--- src/rtl/spike_rate_decoder.sv ---
// spike_rate_decoder: counts spike events per channel over a programmable
// window of clk cycles and presents the per-channel totals through a
// valid/ready output register with a sticky overrun flag.
//
// Optional feature macro: SPIKE_EDGE_DETECT_EN
//   defined   -> a spike event is a 0->1 transition of spike_in[i]
//   undefined -> a spike event is any COUNT cycle with spike_in[i] high
module spike_rate_decoder #(
  parameter int NUM_CH = 3,
  parameter int CNT_W  = 8,
  parameter int WIN_W  = 8
) (
  input  logic                    clk,
  input  logic                    rst_n,
  input  logic                    ena,
  input  logic [NUM_CH-1:0]       spike_in,
  input  logic [WIN_W-1:0]        win_len,
  output logic [NUM_CH*CNT_W-1:0] rate_out,
  output logic                    rate_valid,
  input  logic                    rate_ready,
  output logic                    overrun
);

  localparam logic [CNT_W-1:0] CNT_ONE  = {{(CNT_W-1){1'b0}}, 1'b1};
  localparam logic [CNT_W-1:0] CNT_MAX  = {CNT_W{1'b1}};
  localparam logic [CNT_W-1:0] CNT_ZERO = {CNT_W{1'b0}};
  localparam logic [WIN_W-1:0] WIN_ONE  = {{(WIN_W-1){1'b0}}, 1'b1};
  localparam logic [WIN_W-1:0] WIN_ZERO = {WIN_W{1'b0}};

  typedef enum logic {
    ST_IDLE  = 1'b0,
    ST_COUNT = 1'b1
  } state_t;

  state_t                    state_q, state_d;
  logic [WIN_W-1:0]          win_q, win_d;
  logic [WIN_W-1:0]          cyc_q, cyc_d;
  logic [CNT_W-1:0]          cnt_q [NUM_CH];
  logic [CNT_W-1:0]          cnt_d [NUM_CH];
  logic [NUM_CH*CNT_W-1:0]   rate_q, rate_d;
  logic                      valid_q, valid_d;
  logic                      ovr_q, ovr_d;
  logic [NUM_CH-1:0]         event_s;
  logic                      done_s;
  logic                      hs_s;
  logic                      last_s;

  // Saturating increment: the count sticks at all-ones instead of wrapping.
  function automatic logic [CNT_W-1:0] sat_inc(input logic [CNT_W-1:0] v,
                                               input logic inc);
    logic [CNT_W-1:0] r;
    if (inc && (v != CNT_MAX)) begin
      r = v + CNT_ONE;
    end else begin
      r = v;
    end
    return r;
  endfunction

`ifdef SPIKE_EDGE_DETECT_EN
  logic [NUM_CH-1:0] hist_q;

  // Previous-cycle spike levels, tracked in every state so a level already
  // high when a window opens is not miscounted as a fresh edge.
  always_ff @(posedge clk or negedge rst_n) begin
    if (!rst_n) begin
      hist_q <= {NUM_CH{1'b0}};
    end else begin
      hist_q <= spike_in;
    end
  end

  assign event_s = spike_in & ~hist_q;
`else
  assign event_s = spike_in;
`endif

  assign last_s = (cyc_q == (win_q - WIN_ONE));
  assign hs_s   = valid_q & rate_ready;

  // Window FSM: next state, window/cycle bookkeeping and per-channel counts.
  always_comb begin
    state_d = state_q;
    win_d   = win_q;
    cyc_d   = cyc_q;
    cnt_d   = cnt_q;
    rate_d  = rate_q;
    done_s  = 1'b0;
    case (state_q)
      ST_IDLE: begin
        cyc_d = WIN_ZERO;
        for (int i = 0; i < NUM_CH; i++) begin
          cnt_d[i] = CNT_ZERO;
        end
        if (ena && (win_len != WIN_ZERO)) begin
          state_d = ST_COUNT;
          win_d   = win_len;
        end else begin
          state_d = ST_IDLE;
        end
      end
      ST_COUNT: begin
        if (!ena || (win_q == WIN_ZERO)) begin
          // Abandon the partial window; results and flags are untouched.
          state_d = ST_IDLE;
          cyc_d   = WIN_ZERO;
          for (int i = 0; i < NUM_CH; i++) begin
            cnt_d[i] = CNT_ZERO;
          end
        end else begin
          for (int i = 0; i < NUM_CH; i++) begin
            cnt_d[i] = sat_inc(cnt_q[i], event_s[i]);
          end
          if (last_s) begin
            // Last cycle's events are included in the published totals;
            // the next window starts on the following cycle with no gap.
            done_s = 1'b1;
            for (int i = 0; i < NUM_CH; i++) begin
              rate_d[i*CNT_W +: CNT_W] = cnt_d[i];
              cnt_d[i]                 = CNT_ZERO;
            end
            cyc_d = WIN_ZERO;
            win_d = win_len;
          end else begin
            cyc_d = cyc_q + WIN_ONE;
          end
        end
      end
      default: begin
        state_d = ST_IDLE;
        cyc_d   = WIN_ZERO;
        for (int i = 0; i < NUM_CH; i++) begin
          cnt_d[i] = CNT_ZERO;
        end
      end
    endcase
  end

  // Output handshake: completion wins over consumption; overrun records a
  // result lost because the previous one was still pending.
  always_comb begin
    valid_d = valid_q;
    ovr_d   = ovr_q;
    if (done_s) begin
      valid_d = 1'b1;
      ovr_d   = ovr_q | (valid_q & ~rate_ready);
    end else if (hs_s) begin
      valid_d = 1'b0;
      ovr_d   = 1'b0;
    end else begin
      valid_d = valid_q;
      ovr_d   = ovr_q;
    end
  end

  // State, counters and output registers.
  always_ff @(posedge clk or negedge rst_n) begin
    if (!rst_n) begin
      state_q <= ST_IDLE;
      win_q   <= WIN_ZERO;
      cyc_q   <= WIN_ZERO;
      for (int i = 0; i < NUM_CH; i++) begin
        cnt_q[i] <= CNT_ZERO;
      end
      rate_q  <= {(NUM_CH*CNT_W){1'b0}};
      valid_q <= 1'b0;
      ovr_q   <= 1'b0;
    end else begin
      state_q <= state_d;
      win_q   <= win_d;
      cyc_q   <= cyc_d;
      cnt_q   <= cnt_d;
      rate_q  <= rate_d;
      valid_q <= valid_d;
      ovr_q   <= ovr_d;
    end
  end

  assign rate_out   = rate_q;
  assign rate_valid = valid_q;
  assign overrun    = ovr_q;

endmodule

--- config.mk ---
export PLATFORM = sky130hd
export DESIGN_NAME = spike_rate_decoder
export DESIGN_NICKNAME = d
export VERILOG_FILES = /design/src/rtl/spike_rate_decoder.sv
export SDC_FILE = /design/constraint.sdc
export NUM_CORES = 1
export LEC_CHECK = 0
export CAP_MARGIN = 20
export CORE_ASPECT_RATIO = 1.5
export CORE_MARGIN = 4
export CORE_UTILIZATION = 45
export CTS_CLUSTER_SIZE = 25
export DETAILED_ROUTE_END_ITERATION = 8
export PLACE_DENSITY = 0.74
export SLEW_MARGIN = 10
export SYNTH_ARGS = -nofsm -noshare
export SYNTH_HDL_FRONTEND = slang
export SYNTH_SLANG_ARGS = --single-unit
--- constraint.sdc ---
create_clock -name clk -period 4.3 [get_ports clk]
set_clock_uncertainty 0.15 [all_clocks]
set_input_delay 0.86 -clock clk [delete_from_list [all_inputs] [get_ports clk]]
set_output_delay 0.86 -clock clk [all_outputs]
set_load 0.03 [all_outputs]
=== Word level (Yosys, flattened, before mapping) ===
Index checks and enable logic that the tools add are counted.

* Flip-flop bits (word level): 67
* Input bits: 15
* Output and inout port bits: 26
* Logic and storage cells: 60

* $add $sub $neg: 5
* Equality and inequality tests: 7
* Mux-type cells: 22
* Bitwise gates (word level): 6
* Reduce and logical (&&, ||, !) cells: 11

{| class="wikitable"
|+ Operator list
! operator !! number
|-
| $mux W8 || 8
|-
| $mux W24 || 2
|-
| $pmux W24 S2 || 1
|-
| $add A8 B1 Y8 const B || 4
|-
| $pmux W8 S2 || 2
|-
| $ne A8 B8 Y1 const B || 3
|-
| $eq A8 B8 Y1 || 1
|-
| $logic_not A8 Y1 || 1
|-
| $mux W1 || 8
|-
| $reduce_bool A8 Y1 || 1
|-
| $sub A8 B1 Y8 const B || 1
|-
| $reduce_and A3 Y1 || 2
|-
| $logic_and A1 B1 Y1 || 4
|-
| $ne A2 B2 Y1 const B || 2
|-
| $not A1 Y1 || 3
|-
| $and A1 B1 Y1 || 2
|-
| $ne A2 B1 Y1 const B || 1
|-
| $pmux W1 S2 || 1
|-
| $reduce_bool A2 Y1 || 1
|-
| $logic_not A1 Y1 || 1
|-
| $logic_or A1 B1 Y1 || 1
|-
| $or A1 B1 Y1 || 1
|}

=== Depth between registers and ports, before layout ===
Gate-level depths: netlist (run 1).

* Depth in word-level cells: 6
* Gate-level depth with buffers: 8
* Gate-level depth less buffers: 7

=== Worst setup path before layout (run 1) ===
OpenSTA, ideal clock, no wires.

* Path kind: reg-to-reg
* From: reg win_q[0]
* To: reg win_q[0]
* Setup time: 125 ps
* Data arrival time: 2,199 ps
* Data required time: 4,025 ps
* Path slack: 1,826 ps
* Cell stages (with the launch flop): 8
* Path buffers: 0
* Period minus slack after synthesis: 2,474 ps
* Path through: dfrtp_1 > inv_1 > ha_1 > nor3b_1 > xnor2_1 > o2111ai_2 > o41ai_4 > mux2_2

* Word-level cells in the longest chain between the ends: 4

{| class="wikitable"
|+ RTL lines
! what !! line !! text
|-
| start: declaration || 36 || <nowiki>logic [WIN_W-1:0] win_q, win_d;</nowiki>
|-
| start signal: assignment || 170 || <nowiki>win_q <= win_d;</nowiki>
|-
| $sub A8 B1 Y8 / $logic_not A8 Y1 (equally long branches) || 78, 103 ||
|-
| $eq A8 B8 Y1 / $logic_or A1 B1 Y1 (equally long branches) || 78, 103 ||
|-
| $ne A2 B1 Y1 (no line) / $ne A2 B2 Y1 (equally long branches) || - ||
|-
| $reduce_and A3 Y1 (no line) * || - ||
|}

Mark *: on every way between the ends. The rest lies on a longest branch, timed or not.
A chain may end at the register's enable or synchronous reset.

=== Final worst setup path (run 1) ===
* From: reg win_q[0]
* To: reg win_q[2]

The elaborated chain is that of the path after synthesis.

==> results.ini, run 1 <==
[outcome]
outcome=complete, no violations

[yosys]
synth_top_area_share=0.5186
ys_seq_area_frac=0.5186
synth_area_leaders=dfrtp_1, mux2i_1, xnor2_1, nor2_1, inv_1
syn_inst=297
syn_area_um2=3233
synth_edf_count=0
ys.flop_type=dfrtp_1
synth-simple-area-share=0.1432
syn_area_per_cell_um2=10.89
yosysMostFrequentCell=dfrtp_1
yosys_warnings=0
synth_top_area_cell=dfrtp_1
synth_compound_area_frac=0.04837
synth_top_family_by_area=simple AND/OR/NAND/NOR gates
synth_fa_ha_area_frac=0.02322
synth.distinct_cells=34
ys_ff_latch=67
ys_top_cells_by_count=dfrtp_1, nor2_1, inv_1
async_flop_share=1.000
synth_mux_area_frac=0.1115
synthXorXnorAreaFrac=0.1029
synth_nets=318

[global_route]
use_met1=0.1909
grt_pass1_wl_um=11340
grt_overflow=0
met2_usage=0.2747
grt-busiest-layer=met2
antenna_found_initial=0
use_met3=0.04045
first_global_vias=2510
grt_max_degree=43
grt_util_all_layers=0.1618

[setup_path]
required_ps=4370
setup.worst_path.start_class=register
worstPathArrival_ps=2860
cp_max_fo=8
worstSetupEndpointType=register
worstSetupPathType=reg -> reg

[die]
die_y_um=111.8
dieArea_um2=8633
start_util=0.4656
core_area_um2=6944
die_x_um=77.21
ioPinCount=41
num_rows=37

[sta]
setup_viol=0
fin_crit_sh=0.6500
rsz0062_at_grt=no
slew_headroom=0.3888
max_freq_mhz=357.8
fin_ws_ps=1505
worstMarginPinSlew_ps=916.9
finalCriticalPeriod_ps=2795
hold_viol=0
drv_slew=0
finalSetupTns_ps=0

[placement]
port_buffers=40
place_ws_ps=1336
gp_congestion=0.8014
dp_hpwl_um=4319

[detailed_routing]
routed_wl_um=6129
wl_per_cell_um=14.35
detail-route-antenna-nets=0
avgViaCountPerCell=5.197
route.detailed.drc=0
drt_iter0_markers=102
dr_total_vias=2219
first_pass_iters=4

[cells_and_area]
area_delta_synth_final_pct=19.81
drive_gt1_frac=0.08883
insertedDiodeCount=0
fin_nets=367

[clock_network]
htreeDepth=3
cts_tree=yes
cts.path.max_buffers=2
cts_hold_buf=0
cts_root_buf=clkbuf_8
post-cts-setup-buffer-count=0
clock_sinks=67
cts_resized=0
clk-insertion-delay-late_ps=330
cts.reportedPaths.clkPinSlew_ps=70
cts-buffers-inserted=9

[pwr]
leakage_nw=1.713
peakVddDrop_mv=0.3179
power.internal_mw=1.118
combPwrFrac=0.283
pwr-share-clk=0.250
p_per_area_nw_per_um2=433.5
p_switching_mw=0.5606
seqPwrFrac=0.468
swShare=0.3339

[min_path]
hold_class=reg -> reg

[job]
maxCapViolations=0

## stage by stage
| stage | hold WS (ps) | instances | cell area, um^2 | power [mW] | utilization |
|---|---|---|---|---|---|
| after floorplan | 348.3 | 297 | 3233 | 1.076 | - |
| after global placement | 355.8 | 413 | 3725 | 1.269 | 0.5364 |
| after detailed placement | 361.0 | 413 | 3725 | 1.278 | 0.5364 |
| after CTS | 374.9 | 427 | 3874 | 1.707 | 0.5578 |
| after global routing | 395.4 | 427 | 3874 | 1.781 | 0.5578 |
| final | 368.1 | 427 | 3874 | 1.679 | 0.5578 |
## flip-flops by register name, summed over array words and instances, names as in the netlist
| register | count |
|---|---|
| cnt_q | 24 |
| cyc_q | 8 |
| overrun | 1 |
| rate_out | 24 |
| rate_valid | 1 |
| state_q | 1 |
| win_q | 8 |
## final cells by class
| class | count | area, um^2 |
|---|---|---|
| Sequential cell | 67 | 1677 |
| Tap cell | 78 | 97.59 |
| Fill cell | 645 | 3070 |
| Inverter | 35 | 131.4 |
| Timing Repair Buffer | 43 | 417.9 |
| Clock inverter | 3 | 17.52 |
| Clock buffer | 11 | 131.4 |
| Multi-Input combinational cell | 190 | 1401 |
## layout by cell type, fill, tap and decap left out, types with 3 or more instances in the layout
master / instances
dfrtp_1: 67
nor2_1: 41
clkdlybuf4s50_1: 39
inv_1: 35
mux2i_1: 27
xnor2_1: 23
xor2_1: 15
nand3_1: 13
nand2_1: 13
clkbuf_8: 9
mux2_2: 8
nor3_1: 6
ha_1: 6
nor4_1: 4
and3_1: 3
a21o_1: 3
nand4_1: 3
buf_4: 3
## final timing paths
check	from	endpoint	slack, ps	cells past startpoint
setup / recovery	win_q[0]	win_q[2]	1510	7
hold / removal	rate_out[11]	rate_out[11]	370	2
setup reg to reg	win_q[0]	win_q[2]	1510	7
hold reg to reg	rate_out[11]	rate_out[11]	370	2
max in group asynchronous	rst_n	rate_out[10]	2600	2
min in group asynchronous	rst_n	win_q[1]	510	1
## kinds of logic after synthesis
logic type / count (synthesis)
multiplexers: 35
AO/OA/AOI/OAI: 18
adder cells (fa/ha/maj): 6
XOR/XNOR: 38
AND/OR/NAND/NOR: 93
flip-flops: 67
buffers and inverters: 40
## critical path: stages (launching register included)
cell and delay [ps]:
dfrtp_1 450, inv_1 110, ha_1 210, nor3b_1 240, xnor2_1 160, o2111ai_2 300
o41ai_4 640, mux2_2 400
## layer usage
metal / wire length (um) / vias up
met5: 0 / -
met2: 3105 / 41
met4: 143 / 0
met1: 2675 / 1084
met3: 205 / 12
li1: - / 1082
## power groups by stage
stage          Clock (mW)  Combinational, mW  Sequential (mW)
6_report            0.419              0.475            0.785
4_1_cts             0.437              0.483            0.787
3_3_place_gp            0              0.473            0.796
3_5_place_dp            0              0.481            0.797
2_1_floorplan           0              0.172            0.904
5_1_grt             0.462              0.519            0.799
Note: power is estimated with default switching activity, not from simulation.
==> inputs of run 2 (changes only) <==
Settings changed: PLACE_DENSITY 0.74 to 0.77.
Clock period 4.3 ns to 2.4 ns, I/O delays scaled along.
==> run 2 against run 1 <==
  * The flow now finishes with violations (hold timing)
  * Flip-flop and latch count is the same
  * Via count grew 2.7%
  * First-iteration DRC count grew 37%
  * Routed wire length grew 6.5%
  * Critical path depth shrank 1
  * Largest power group unchanged
==> results.ini, run 2 (synthesis results as in run 1) <==
[global_route]
antenna_found_initial=0  ; unchanged
grt_max_degree=68  ; +58%
grt_pass1_wl_um=10940  ; -3.6%
grt_util_all_layers=0.1583  ; -0.003507
first_global_vias=2402  ; -4.3%
grt_overflow=0  ; unchanged

[cells_and_area]
drive_gt1_frac=0.1557  ; +0.06691
layout_common_cells=dfrtp_1, nor2_1, clkdlybuf4s50_1
insertedDiodeCount=0  ; unchanged
final_core_util=0.6020  ; +0.04414
layout_commonest_cell=dfrtp_1
area_delta_synth_final_pct=29.30
fin_area_um2=4180  ; +7.9%
fin_nets=382  ; +4.1%

[die]
core_area_um2=6944  ; unchanged
die_y_um=111.8  ; unchanged
num_rows=37  ; unchanged
start_util=0.4656  ; unchanged
die_x_um=77.21  ; unchanged
dieArea_um2=8633  ; unchanged
ioPinCount=41  ; unchanged

[sta]
max_freq_mhz=424.3  ; +19%
drv_slew=0  ; unchanged
setup_viol=0  ; unchanged
timing.hold.ws_ps=-2.316  ; -370.5 ps
fin_crit_sh=0.9820  ; +0.3320
finalCriticalPeriod_ps=2357  ; -438.0 ps
worstMarginPinSlew_ps=471.3  ; -445.5 ps
slew_headroom=0.6831  ; +0.2943
rsz0062_at_grt=yes
hold_viol=1  ; +1

[setup_path]
setup.worst_path.start_class=register
worstSetupPathType=reg -> reg
worstPathArrival_ps=2420  ; -440 ps
worstSetupEndpointType=register
r2r_cells=6  ; -1
cp_max_fo=8  ; unchanged
required_ps=2470  ; -1900 ps

[pwr]
p_per_area_nw_per_um2=788.9  ; +82%
peakVddDrop_mv=0.3791  ; +19%
leakage_nw=1.849  ; +7.9%

[clock_network]
cts_tree=yes
htreeDepth=3  ; unchanged
clk-insertion-delay-late_ps=330  ; about the same
cts_hold_buf=0  ; unchanged
cts-buffers-inserted=9  ; unchanged
cts.reportedPaths.clkPinSlew_ps=70  ; about the same
clock_sinks=67  ; unchanged
cts.path.max_buffers=2  ; unchanged
cts_root_buf=clkbuf_8

[detailed_routing]
dr_total_vias=2279  ; +2.7%
avgViaCountPerCell=5.133  ; -1.2%
detail-route-antenna-nets=0  ; unchanged
drt_iter0_markers=140  ; +37%
route.detailed.drc=0  ; unchanged
first_pass_iters=4  ; unchanged
wl_per_cell_um=14.70  ; +2.4%
routed_wl_um=6529  ; +6.5%

[outcome]
violations=hold timing
outcome=complete, but fails checks

[placement]
dp_hpwl_um=4286  ; -0.76%
placed_cell_area_um2=3827  ; +2.8%
port_buffers=40  ; unchanged
gp_congestion=0.7942  ; -0.90%

[min_path]
hold_class=in -> async

[job]
maxCapViolations=0  ; unchanged

## run 2: cell types whose count changed in the layout (fill, tap and decap cells not counted), sizes merged
cell	delta
buf	+13
clkbuf	+5
clkinv	-1
bufinv	+1
clkinvlp	-1
## run 2: final cells by class
type                    count  area [um^2]
repair buffers             58        618.1
fillers                   572         2764
clock inverters             2        35.03
inverters                  35        131.4
flip-flops and latches     67         1680
multi-input cells         190         1465
clock buffers              14        152.6
well taps                  78        97.59
## run 2: worst paths after layout
| kind | from | slack, ps | to |
|---|---|---|---|
| hold reg to reg | rate_out[10] | 370 | rate_out[10] |
| max in group asynchronous | rst_n | 1800 | win_q[3] |
| min in group clk | rate_out[10] | 370 | rate_out[10] |
| setup reg to reg | win_q[2] | 40 | win_q[0] |
| hold / removal | rst_n | -2 | win_q[7] |
| setup / recovery | win_q[2] | 40 | win_q[0] |
## run 2: routing by layer
layer,global-route usage,vias up,routed length (um)
met5,0,-,0
met4,0.06770,0,104
met3,0.04369,8,175
met2,0.2718,34,3445
met1,0.1836,1126,2802
li1,-,1111,-
## run 2: repair_timing
action / in CTS / in global routing
setup buffers: 0 / 4
setup endpoints to repair: 8 / 32
gates cloned: 0 / 3
resized for setup: 3 / 14
pin swaps: 1 / 5
## run 2: where the power goes
part,internal [mW],total (mW),switching [mW]
Combinational,0.448,0.990,0.542
Sequential,1.28,1.40,0.119
Clock,0.509,0.906,0.397
## run 2: per-stage QoR
stage	hold slack [ps]	total power [mW]	setup TNS (ps)	instances	setup WS, ps
CTS	5.492	3.284	0	437	10.34
finish	-2.316	3.298	0	444	43.24
detailed placement	359.5	2.351	-49.61	421	-15.46
global placement	356.6	2.330	0	421	5.218
floorplan	34.41	1.930	-458.6	297	-57.33
global route	21.45	3.482	-1232	444	-58.58
## run 2: critical path, cell delays in order (launching register included)
cell,delay [ps]
dfrtp_2,440
nor4_4,340
and3_4,250
o2111ai_4,130
o41ai_4,390
buf_6,180
mux2_2,340
==> inputs of run 3 (changes only) <==
Settings changed: ABC_AREA set to 1, DONT_BUFFER_PORTS set to 1, PLACE_DENSITY 0.77 to 0.69.
==> run 3 against run 2 <==
  * First-iteration DRC count shrank 33%
  * The flow now finishes without violations
  * Clock power rose by 16%
  * Synthesized area rose by 4.3%
  * Routed wire length fell by 1.9%
  * Combinational power fell by 55%
==> results.ini, run 3 <==
[min_path]
hold_class=in -> reg

[yosys]
yosysMostFrequentCell=nand2_1
ys_ff_latch=67  ; unchanged
synth_edf_count=0  ; unchanged
synth_top_area_share=0.4972  ; -0.02136
yosys_warnings=0  ; unchanged
synth_top_area_cell=dfrtp_1
synth_nets=433  ; +36%
ys_seq_area_frac=0.4972  ; -0.02136
ys_top_cells_by_count=nand2_1, dfrtp_1, nor2_1
async_flop_share=1.000  ; unchanged
syn_inst=412  ; +39%
ys.flop_type=dfrtp_1
synth.distinct_cells=31  ; -8.8%
syn_area_um2=3372  ; +4.3%
syn_area_per_cell_um2=8.184  ; -25%
synth_area_leaders=dfrtp_1, nand2_1, xor2_1, nor2_1, inv_1

[cells_and_area]
fin_nets=442  ; +16%
drive_gt1_frac=0.08451  ; -0.07123
layout_common_cells=nand2_1, dfrtp_1, nor2_1
layout_commonest_cell=nand2_1
area_delta_synth_final_pct=10.69
nFillCells=679  ; +19%
insertedDiodeCount=0  ; unchanged

[sta]
drv_slew=0  ; unchanged
slew_headroom=0.6932  ; +0.01006
max_freq_mhz=476.0  ; +12%
fin_crit_sh=0.8753  ; -0.1067
hold_viol=0  ; -1
worstMarginPinSlew_ps=458.8  ; -12.52 ps
finalCriticalPeriod_ps=2101  ; -256.1 ps
rsz0062_at_grt=no
finalSetupTns_ps=0  ; unchanged
setup_viol=0  ; unchanged

[setup_path]
worstPathArrival_ps=2150  ; -270 ps
setup.worst_path.start_class=register
worstSetupPathType=reg -> reg
required_ps=2450  ; -20 ps
worstSetupEndpointType=register
cp_max_fo=40  ; +32

[die]
core_area_um2=7274  ; +4.8%
die_x_um=78.68  ; +1.9%
die_y_um=114.0  ; +2.0%
ioPinCount=41  ; unchanged
dieArea_um2=8971  ; +3.9%
start_util=0.4635  ; -0.002049
num_rows=38  ; +2.7%

[clock_network]
cts_tree=yes
clock_sinks=67  ; unchanged
clk-insertion-delay-late_ps=330  ; about the same
cts-buffers-inserted=9  ; unchanged
cts_root_buf=clkbuf_8
cts.reportedPaths.clkPinSlew_ps=70  ; about the same
cts.path.max_buffers=2  ; unchanged
post-cts-setup-buffer-count=0  ; unchanged
htreeDepth=3  ; unchanged

[outcome]
outcome=complete, no violations

[global_route]
grt_pass1_wl_um=11110  ; +1.6%
antenna_found_initial=0  ; unchanged
first_global_vias=2576  ; +7.2%
grt_overflow=0  ; unchanged
grt_max_degree=68  ; unchanged
grt_util_all_layers=0.1549  ; -0.003458

[placement]
port_buffers=0  ; -100%
gp_congestion=0.8749  ; +10%
dp_hpwl_um=4593  ; +7.2%

[detailed_routing]
drt_iter0_markers=94  ; -33%
avgViaCountPerCell=4.856  ; -5.4%
routed_wl_um=6403  ; -1.9%
wl_per_cell_um=12.17  ; -17%
dr_total_vias=2554  ; +12%
detail-route-antenna-nets=0  ; unchanged
first_pass_iters=4  ; unchanged
route.detailed.drc=0  ; unchanged

[pwr]
p_per_area_nw_per_um2=777.9  ; -1.4%
peakVddDrop_mv=0.3855  ; +1.7%
leakage_nw=1.829  ; -1.1%
fin_total_pwr_mw=2.903  ; -12%

[job]
maxCapViolations=0  ; unchanged

## run 3: timing repair
item | in CTS | in global routing
hold buffers | 2 | 0
endpoints found under the setup margin | 0 | 21
hold endpoints to repair | 67 | 0
gates resized for setup | 0 | 2
## run 3: worst paths after layout
| kind | cells past startpoint | end | slack (ps) | startpoint |
|---|---|---|---|---|
| max in group asynchronous | 2 | win_q[6] | 1300 | rst_n |
| hold / removal | 1 | rate_valid | 100 | rate_ready |
| min in group asynchronous | 2 | cnt_q[19] | 520 | rst_n |
| setup / recovery | 13 | rate_out[7] | 300 | win_q[0] |
| setup reg to reg | 13 | rate_out[7] | 300 | win_q[0] |
| hold reg to reg | 1 | cyc_q[0] | 350 | cyc_q[0] |
## run 3: area by class of cell
| cell class | instances | area (um^2) | share of cell area |
|---|---|---|---|
| Clock buffer | 12 | 155.1 | 0.04157 |
| Inverter | 40 | 150.1 | 0.04023 |
| Timing Repair Buffer | 7 | 75.07 | 0.02011 |
| Sequential cell | 67 | 1677 | 0.4492 |
| Tap cell | 100 | 125.1 | 0.03352 |
| Clock inverter | 4 | 72.57 | 0.01944 |
| Multi-Input combinational cell | 296 | 1478 | 0.3959 |
## run 3: per-layer routing
layer,track usage,part of all wire
met1,0.1733,0.41
met2,0.2779,0.52
met3,0.03949,0.047
met4,0.06068,0.017
met5,0,0
## run 3: per-stage QoR
stage / setup WS [ps] / hold WS [ps] / util / instance area, um^2 / instances
after floorplan: 431.6 / 34.41 / - / 3372 / 412
after global placement: 322.3 / 38.11 / 0.4763 / 3465 / 508
after detailed placement: 248.6 / 38.20 / 0.4763 / 3465 / 508
after CTS: 245.1 / 88.26 / 0.5127 / 3730 / 526
after global routing: 4.441 / 92.09 / 0.5131 / 3732 / 526
final: 299.3 / 102.2 / 0.5131 / 3732 / 526
## run 3: kinds of logic (layout without fill, tap and decap cells)
logic type	Yosys count	in the layout	share of synthesized area
muxes	1	1	0.002969
DFF	67	67	0.4972
buffers and inverters	49	63	0.06530
and+or+nand+nor	218	218	0.2664
xor gates and xnor gates	28	28	0.07273
AOI/OAI and AO/OA	43	43	0.07310
adders and majority gates	6	6	0.02226
## run 3: critical path, stage by stage (launching register included)
cell     delay, ps
dfrtp_1        410
inv_2          110
ha_2           280
inv_1           50
nand2_1         40
nand2_1         60
nand2_1         50
nor2_1          90
nand2_1         70
nor2_2         110
nand3_2         90
buf_4          250
nand2_1        100
o21ai_0         90
## run 3: report_power, final
group          internal [mW]  leakage (nW)  total [mW]  switching [mW]
clock network          0.641         0.113        1.05           0.411
logic                  0.170         0.802       0.449           0.279
registers               1.23         0.915        1.40           0.177
